--- src/rtl/axi_lite_reg_slave.sv ---
// AXI4-Lite register-bank responder: NREGS registers exported flat, with a per-register write pulse.
// Optional `AXI_LITE_REG_DECERR_EN` makes out-of-range accesses answer DECERR instead of OKAY.
module axi_lite_reg_slave #(
  parameter int ASIZE = 32,
  parameter int DSIZE = 32,
  parameter int NREGS = 16
) (
  input  logic                   axi_lite_aclk,
  input  logic                   axi_lite_resetn,
  input  logic                   axi_lite_awvalid,
  output logic                   axi_lite_awready,
  input  logic [ASIZE-1:0]       axi_lite_awaddr,
  input  logic                   axi_lite_wvalid,
  output logic                   axi_lite_wready,
  input  logic [DSIZE-1:0]       axi_lite_wdata,
  output logic                   axi_lite_bvalid,
  input  logic                   axi_lite_bready,
  output logic [1:0]             axi_lite_bresp,
  input  logic                   axi_lite_arvalid,
  output logic                   axi_lite_arready,
  input  logic [ASIZE-1:0]       axi_lite_araddr,
  output logic                   axi_lite_rvalid,
  input  logic                   axi_lite_rready,
  output logic [DSIZE-1:0]       axi_lite_rdata,
  output logic [1:0]             axi_lite_rresp,
  output logic [NREGS*DSIZE-1:0] reg_q,
  output logic [NREGS-1:0]       reg_wr_pulse
);

  localparam int LANE_BITS = $clog2(DSIZE / 8);
  localparam int IDX_BITS  = $clog2(NREGS);
  localparam int HI_BITS   = LANE_BITS + IDX_BITS;

  localparam logic [1:0] RESP_OKAY = 2'b00;
`ifdef AXI_LITE_REG_DECERR_EN
  localparam logic [1:0] RESP_OOR = 2'b11;
`else
  localparam logic [1:0] RESP_OOR = 2'b00;
`endif

  typedef enum logic {R_IDLE, R_DATA} rstate_t;

  logic                 rdy_en;
  logic                 aw_held;
  logic                 w_held;
  logic [ASIZE-1:0]     aw_addr_q;
  logic [DSIZE-1:0]     w_data_q;
  logic [DSIZE-1:0]     regs [NREGS];
  rstate_t              rstate;

  logic                 aw_fire;
  logic                 w_fire;
  logic                 ar_fire;
  logic                 commit;
  logic [ASIZE-1:0]     wr_addr;
  logic [DSIZE-1:0]     wr_data;
  logic [IDX_BITS-1:0]  wr_idx;
  logic [IDX_BITS-1:0]  rd_idx;
  logic                 wr_in_range;
  logic                 rd_in_range;

  function automatic logic addr_in_range(input logic [ASIZE-1:0] a);
    return (a >> HI_BITS) == '0;
  endfunction

  assign axi_lite_awready = rdy_en & ~aw_held & ~axi_lite_bvalid;
  assign axi_lite_wready  = rdy_en & ~w_held & ~axi_lite_bvalid;
  assign axi_lite_arready = rdy_en & (rstate == R_IDLE);

  assign aw_fire = axi_lite_awvalid & axi_lite_awready;
  assign w_fire  = axi_lite_wvalid & axi_lite_wready;
  assign ar_fire = axi_lite_arvalid & axi_lite_arready;

  // A write commits on the edge where both halves are available, held or arriving now.
  assign commit  = (aw_held | aw_fire) & (w_held | w_fire);
  assign wr_addr = aw_held ? aw_addr_q : axi_lite_awaddr;
  assign wr_data = w_held ? w_data_q : axi_lite_wdata;
  assign wr_idx  = wr_addr[LANE_BITS +: IDX_BITS];
  assign rd_idx  = axi_lite_araddr[LANE_BITS +: IDX_BITS];
  assign wr_in_range = addr_in_range(wr_addr);
  assign rd_in_range = addr_in_range(axi_lite_araddr);

  for (genvar i = 0; i < NREGS; i++) begin : g_export
    assign reg_q[i*DSIZE +: DSIZE] = regs[i];
  end

  always_ff @(posedge axi_lite_aclk or negedge axi_lite_resetn) begin
    if (!axi_lite_resetn) begin
      rdy_en          <= 1'b0;
      aw_held         <= 1'b0;
      w_held          <= 1'b0;
      aw_addr_q       <= '0;
      w_data_q        <= '0;
      axi_lite_bvalid <= 1'b0;
      axi_lite_bresp  <= RESP_OKAY;
      reg_wr_pulse    <= '0;
      for (int i = 0; i < NREGS; i++) regs[i] <= '0;
    end else begin
      rdy_en       <= 1'b1;
      reg_wr_pulse <= '0;
      if (aw_fire) begin
        aw_held   <= 1'b1;
        aw_addr_q <= axi_lite_awaddr;
      end
      if (w_fire) begin
        w_held   <= 1'b1;
        w_data_q <= axi_lite_wdata;
      end
      if (axi_lite_bvalid && axi_lite_bready) axi_lite_bvalid <= 1'b0;
      if (commit) begin
        aw_held         <= 1'b0;
        w_held          <= 1'b0;
        axi_lite_bvalid <= 1'b1;
        axi_lite_bresp  <= wr_in_range ? RESP_OKAY : RESP_OOR;
        if (wr_in_range) begin
          regs[wr_idx]         <= wr_data;
          reg_wr_pulse[wr_idx] <= 1'b1;
        end
      end
    end
  end

  // Read data is sampled from the bank before any same-edge write lands, so it sees the old value.
  always_ff @(posedge axi_lite_aclk or negedge axi_lite_resetn) begin
    if (!axi_lite_resetn) begin
      rstate          <= R_IDLE;
      axi_lite_rvalid <= 1'b0;
      axi_lite_rdata  <= '0;
      axi_lite_rresp  <= RESP_OKAY;
    end else begin
      case (rstate)
        R_IDLE: begin
          if (ar_fire) begin
            rstate          <= R_DATA;
            axi_lite_rvalid <= 1'b1;
            axi_lite_rdata  <= rd_in_range ? regs[rd_idx] : '0;
            axi_lite_rresp  <= rd_in_range ? RESP_OKAY : RESP_OOR;
          end
        end
        R_DATA: begin
          if (axi_lite_rready) begin
            rstate          <= R_IDLE;
            axi_lite_rvalid <= 1'b0;
          end
        end
        default: rstate <= R_IDLE;
      endcase
    end
  end

endmodule

--- config.mk ---
export PLATFORM = sky130hd
export DESIGN_NAME = axi_lite_reg_slave
export DESIGN_NICKNAME = d
export VERILOG_FILES = /design/src/rtl/axi_lite_reg_slave.sv
export SDC_FILE = /design/constraint.sdc
export NUM_CORES = 1
export LEC_CHECK = 0
export BUFFER_PORTS_ARGS = -buffer_cell sky130_fd_sc_hd__buf_2
export CELL_PAD_IN_SITES_DETAIL_PLACEMENT = 1
export CELL_PAD_IN_SITES_GLOBAL_PLACEMENT = 2
export CORE_ASPECT_RATIO = 0.5
export CORE_MARGIN = 8
export CORE_UTILIZATION = 34
export CTS_CLUSTER_DIAMETER = 80
export DETAILED_ROUTE_END_ITERATION = 8
export PLACE_DENSITY_LB_ADDON = 0.08
export SLEW_MARGIN = 20
export SYNTH_ARGS = -nofsm -noshare
export SYNTH_HDL_FRONTEND = slang
export SYNTH_SLANG_ARGS = --single-unit
--- constraint.sdc ---
create_clock -name axi_lite_aclk -period 2.2 [get_ports axi_lite_aclk]
set_clock_uncertainty 0.05 [all_clocks]
set_input_delay 0.11 -clock axi_lite_aclk [delete_from_list [all_inputs] [get_ports axi_lite_aclk]]
set_output_delay 0.11 -clock axi_lite_aclk [all_outputs]
set_load 0.005 [all_outputs]
## Word level (Yosys, flattened, before mapping)

Cells that the tools add are included.

- Logic and storage cells: 86
- Input port bits: 103
- Bits in registers: 630
- Output and inout port bits: 569

- Reductions and logical operators: 11
- Bitwise logic cells: 17
- Eq/ne operators: 2
- $lt $le $gt $ge: 5
- Multiplexer cells: 25

Operator list:

| kind | count |
|---|---|
| $bwmux 512 | 1 |
| $mux 32 | 6 |
| $bmux 32 s4 | 1 |
| $demux 32 s4 | 1 |
| $logic_not 32->1 | 2 |
| $mux 16 | 2 |
| $mux 1 | 11 |
| $ge 5x5->1 const B | 2 |
| $not 4->5 | 2 |
| $and 1x1->1 | 9 |
| $reduce_and 2->1 | 3 |
| $reduce_bool 2->1 | 3 |
| $lt 4x5->1 const B | 1 |
| $lt 5x1->1 const B | 1 |
| $demux 1 s4 | 1 |
| $ge 4x1->1 const B | 1 |
| $ne 2x2->1 const B | 2 |
| $not 1->1 | 4 |
| $pmux 1 s2 | 2 |
| $logic_and 1x1->1 | 3 |
| $or 1x1->1 | 2 |

## Longest topological paths before layout

- Word-level depth: 7
- Gate-level depth with buffers: 9
- Mapped depth without buffers: 5

## Least setup slack after synthesis

OpenSTA, ideal clock, no wires.

- Kind: register to register
- Start: register aw_addr_q[6]
- End: register regs (netlist bit reg_q[257])
- Period minus slack after synthesis: 2.442 ns
- Library setup time: 0.128 ns
- Data arrival time: 2.265 ns
- Required time: 2.022 ns
- Slack: -0.242 ns
- Cell stages (with the launch flop): 7
- Path buffers: 2
- Cells stage by stage: dfrtp_1 or4b_1 nor4_4 buf_4 o2111ai_1 buf_2 mux2_1

- Word-level cells in the longest chain between the ends: 3

Ends and longest elaborated chain:

| what | line | source |
|---|---|---|
| start, declared | 46 | `logic [ASIZE-1:0] aw_addr_q;` |
| start signal, assigned | 103 | `aw_addr_q <= axi_lite_awaddr;` |
| $mux 32 | 76 | `assign wr_addr = aw_held ? aw_addr_q : axi_lite_awaddr;` |
| $logic_not 32->1 | 63 | `return (a >> HI_BITS) == '0;` |
| $reduce_and 2->1 (no line) | n/a |  |
| end signal, assigned by index | 116 | `regs[wr_idx] <= wr_data;` |
| end, declared | 48 | `logic [DSIZE-1:0] regs [NREGS];` |

No other way between the ends.
A chain may end at the register's enable or synchronous reset.

## Worst setup path in the final report

- Start: register aw_held
- End: register regs (netlist bit reg_q[351])

- Word-level cells in the longest chain between the ends: 7
- Elaborated cells on any way between the ends: 16
- Those cells by class: order compare (2); mux (4); bitwise (7); reduce/logical (3)

Ends and longest elaborated chain:

| what | line | source |
|---|---|---|
| start, declared | 44 | `logic aw_held;` |
| start signal, assigned | 90 | `aw_held <= 1'b0;` |
| start signal, assigned | 102 | `aw_held <= 1'b1;` |
| start signal, assigned | 111 | `aw_held <= 1'b0;` |
| $mux 32 / $not 1->1 (equally long branches) | 76, 66 |  |
| $not 4->5 (implied by the code) / $and 1x1->1 (equally long branches) | 116, 66 |  |
| $ge 5x5->1 (implied by the code) (tied with other cells) | 116 |  |
| $logic_and 1x1->1 (implied by the code) / $and 1x1->1 (equally long branches) | 116, 70 |  |
| $mux 32 (implied by the code) / $or 1x1->1 (equally long branches) | 116, 75 |  |
| $demux 32 s4 / $and 1x1->1 (equally long branches) | 116, 75 |  |
| $bwmux 512 / $reduce_and 2->1 (equally long branches) | n/a |  |

Parallel ways exist; a longest one is shown, timed or not.

==> flow_summary_export.csv <==
group,metric,value,unit
cts,clk_latency,0.65,ns
timing,hold_viol,0,
pwr,cellPowerDensity,752,nW/um^2
floorplanning,core_area,81300,sq um
final_layout,fillCellCount,8330,
final_layout,final_cells,3705,
final_layout,area_growth_syn_to_layout,33.2,%
worst_setup_path,start_kind,"flip-flop",
status,violations,"negative setup slack",
worst_setup_path,crit_top_cell,"buf_12",
route,wl_per_cell,29.8,um
logic_synthesis,async_flop_share,100,%
worst_setup_path,critical_path.max_stage_delay,0.50,ns
logic_synthesis,synth_cell_types,42,
logic_synthesis,syn_inst,1773,
floorplanning,start_util,34.2,%
timing,slew_viol_final,0,
worst_setup_path,arrival,2.92,ns
route,first_pass_iters,4,
timing,whs,0.0633,ns
timing,timing_worst_slew_pin_value,0.813,ns
final_layout,drive_gt1_share,63.6,%
timing,setup_viol,513,
place,io_buffers,663,
logic_synthesis,synthFlopType,"dfrtp_1",
cts,numCtsBuffers,60,
worst_hold_path,hp-class,"in2async",
floorplanning,die_y,218,um
pwr,p_total,0.0278,W
global_route,grt_use_total,23.6,%
cts,cts_tree,"yes",
flow_run,maxCapViolCount,0,
global_route,grt_pass1_wl,159000,um
logic_synthesis,synth.avg_cell_area,15.7,sq um
global_route,grt.overflow.total,0,
worst_setup_path,cpLargestDelayFamily,"simple AND/OR/NAND/NOR gates",
place,gp_congestion,0.806,
worst_setup_path,critPathMaxFanout,21,
route,viasPerCell,5.23,
worst_setup_path,cp_data_required_time,2.66,ns
timing,relSlewSlack,45.7,%
place,dpl.hpwl,80100,um
floorplanning,dieArea,91700,sq um
worst_setup_path,cp_num_buf_inv,4,
cts,clk_pin_slew,0.07,ns
final_layout,fin_nets,2656,
floorplanning,die_w,420,um
worst_setup_path,worstSetupPathType,"reg2reg",
global_route,first_global_vias,21400,
logic_synthesis,yosysSeqAreaShare,56.6,%
timing,worst_slack,-0.261,ns
global_route,antenna_found_initial,3,
route,drc,0,
floorplanning,pin_count,672,
timing,finalCritPeriodShare,112,%
status,run_status,"finished, violations left",
worst_setup_path,cp_slowest_cell,"or4b_4",
cts,cts.sinks,628,
pwr,irDropWorstVdd,484,uV
route,drt_iter0_markers,991,
floorplanning,std_cell_rows,74,
logic_synthesis,synth_edf_count,0,
cts,htreeDepth,2,
global_route,grt_max_degree,70,
logic_synthesis,ys.warnings.count,0,
timing,period_needed,2.46,ns
place,dpl_cell_area,33900,sq um
place,dp_cells,3508,
logic_synthesis,synth_seq_cells,628,
cts,cts_root_buffer,"clkbuf_16",
timing,rsz0062_at_grt,"true",
logic_synthesis,synth_area,27800,sq um
route,drtAntennaViolNets,0,
final_layout,final_area,37000,sq um
worst_setup_path,crit_chain,"or4b_4 -> nor4_4 -> buf_6 -> buf_16 -> buf_12 -> o2111ai_4 -> buf_12 -> mux2_4",
pwr,cellLeakagePower,19.5,nW
timing,setup_tns,-98.65,ns
worst_setup_path,crit_path_end_kind,"flip-flop",
timing,fmax,406,MHz
cts,clockBufferDepth,3,
route,via_count,19400,
route,routed_wl,110000,um
state kept, by name (all words and copies together), names as in the netlist:
register	flops
reg_q	512
aw_held	1
aw_addr_q	30
w_held	1
rdy_en	1
rstate	1
axi_lite_rdata	32
w_data_q	32
axi_lite_bvalid	1
axi_lite_rvalid	1
reg_wr_pulse	16
Yosys cell counts, types with 2 or more instances:
cell / instances / share of area, %
nand2_1: 59 / 0.80
buf_4: 6 / 0.16
a22o_1: 33 / 1.0
mux2_2: 532 / 22
o2111ai_1: 8 / 0.25
conb_1: 2 / 0.027
nor3_1: 4 / 0.072
dfrtp_1: 628 / 57
a32o_1: 2 / 0.072
a22oi_1: 62 / 1.7
buf_2: 35 / 0.63
clkbuf_1: 92 / 1.2
mux2_1: 72 / 2.9
nand3_1: 5 / 0.090
nor2_1: 10 / 0.14
o32ai_2: 2 / 0.12
nor4_1: 30 / 0.68
o21ai_1: 2 / 0.036
inv_1: 6 / 0.081
nor2b_1: 4 / 0.090
o2111ai_2: 8 / 0.43
mux4_2: 128 / 10
nand4_1: 2 / 0.045
buf_1: 20 / 0.27
o21ai_0: 4 / 0.072
power breakdown:
group	leakage (nW)	switching [W]	internal (W)
Clock	1.02	0.00476	0.00617
Sequential	8.63	0.000364	0.0122
Combinational	9.89	0.00276	0.00160
Total	19.5	0.00789	0.0199
metrics by stage:
| stage | worst slack (ns) | util, % |
|---|---|---|
| floorplan | -0.117 | - |
| global placement | -0.344 | 41.7 |
| detailed placement | -0.328 | 41.7 |
| CTS | -0.258 | 45.5 |
| global route | -0.333 | 45.5 |
| finish | -0.261 | 45.5 |
final cells by class:
type                            count  area (sq um)  share of cell area, %
Clock inverter                     22           223                  0.602
Tap cell                         1102          1380                   3.72
Antenna cell                        2          5.00                 0.0135
Clock buffer                       88          1820                   4.91
Sequential cell                   628         15700                   42.5
Multi-Input combinational cell    989         12000                   32.4
Timing Repair Buffer              868          5870                   15.9
Inverter                            6          22.5                 0.0608
worst paths after layout:
kind                                               from                        endpoint  slack [ns]  depth (start not counted)
hold reg to reg             axi_lite_rvalid$_DFFE_PN0P_     axi_lite_rvalid$_DFFE_PN0P_        0.45                          2
setup / recovery                    aw_held$_DFFE_PN0P_          reg_q[351]$_DFFE_PN0P_       -0.26                          8
setup reg to reg                    aw_held$_DFFE_PN0P_          reg_q[351]$_DFFE_PN0P_       -0.26                          8
max in group asynchronous               axi_lite_resetn          reg_q[272]$_DFFE_PN0P_        1.31                          4
hold / removal                          axi_lite_resetn          reg_q[316]$_DFFE_PN0P_        0.06                          3
min in group axi_lite_aclk          axi_lite_araddr[30]  axi_lite_rdata[31]$_DFFE_PN0P_        0.06                          6
kinds of logic after synthesis:
kind of cell / after synthesis / share of synthesized area, %
other: 2 / 0.0270
DFF: 628 / 56.6
AOI/OAI and AO/OA: 127 / 3.87
buffers and inverters: 159 / 2.39
muxes: 733 / 34.9
and+or+nand+nor: 124 / 2.27
placed cells by master (no fill, tap or decap), types with 32 or more instances in the layout:
cell and n:
mux4_2 128, a22oi_1 62, buf_12 59, mux2_4 51, dlygate4sd3_1 65, clkbuf_16 62, dfrtp_1 626, nand2_1 58
buf_4 68, mux2_2 529, a22o_1 32, buf_2 660
repair_timing:
item	in CTS	in global routing
endpoints found under the hold margin	525	0
pin swaps	4	2
hold buffers	66	0
endpoints found under the setup margin	528	524
gates resized for setup	22	27
gates cloned	4	0
setup buffers	17	1
routing by layer:
metal  global-route usage [%]  vias up  part of all wire [%]  wire length (um)
met1                     28.8    10500                    40             43800
met5                        0        -                 0.012                13
met3                     3.72      181                   3.7              4030
li1                         -     8268                     -                 -
met4                     8.38        2                   3.9              4310
met2                     42.2      392                    53             58200
tightest hold or removal path: stages:
cell and delay (ns):
dlygate4sd3_1 0.57, buf_8 0.21, buf_12 0.21
Power figures use the tool's default switching activity.
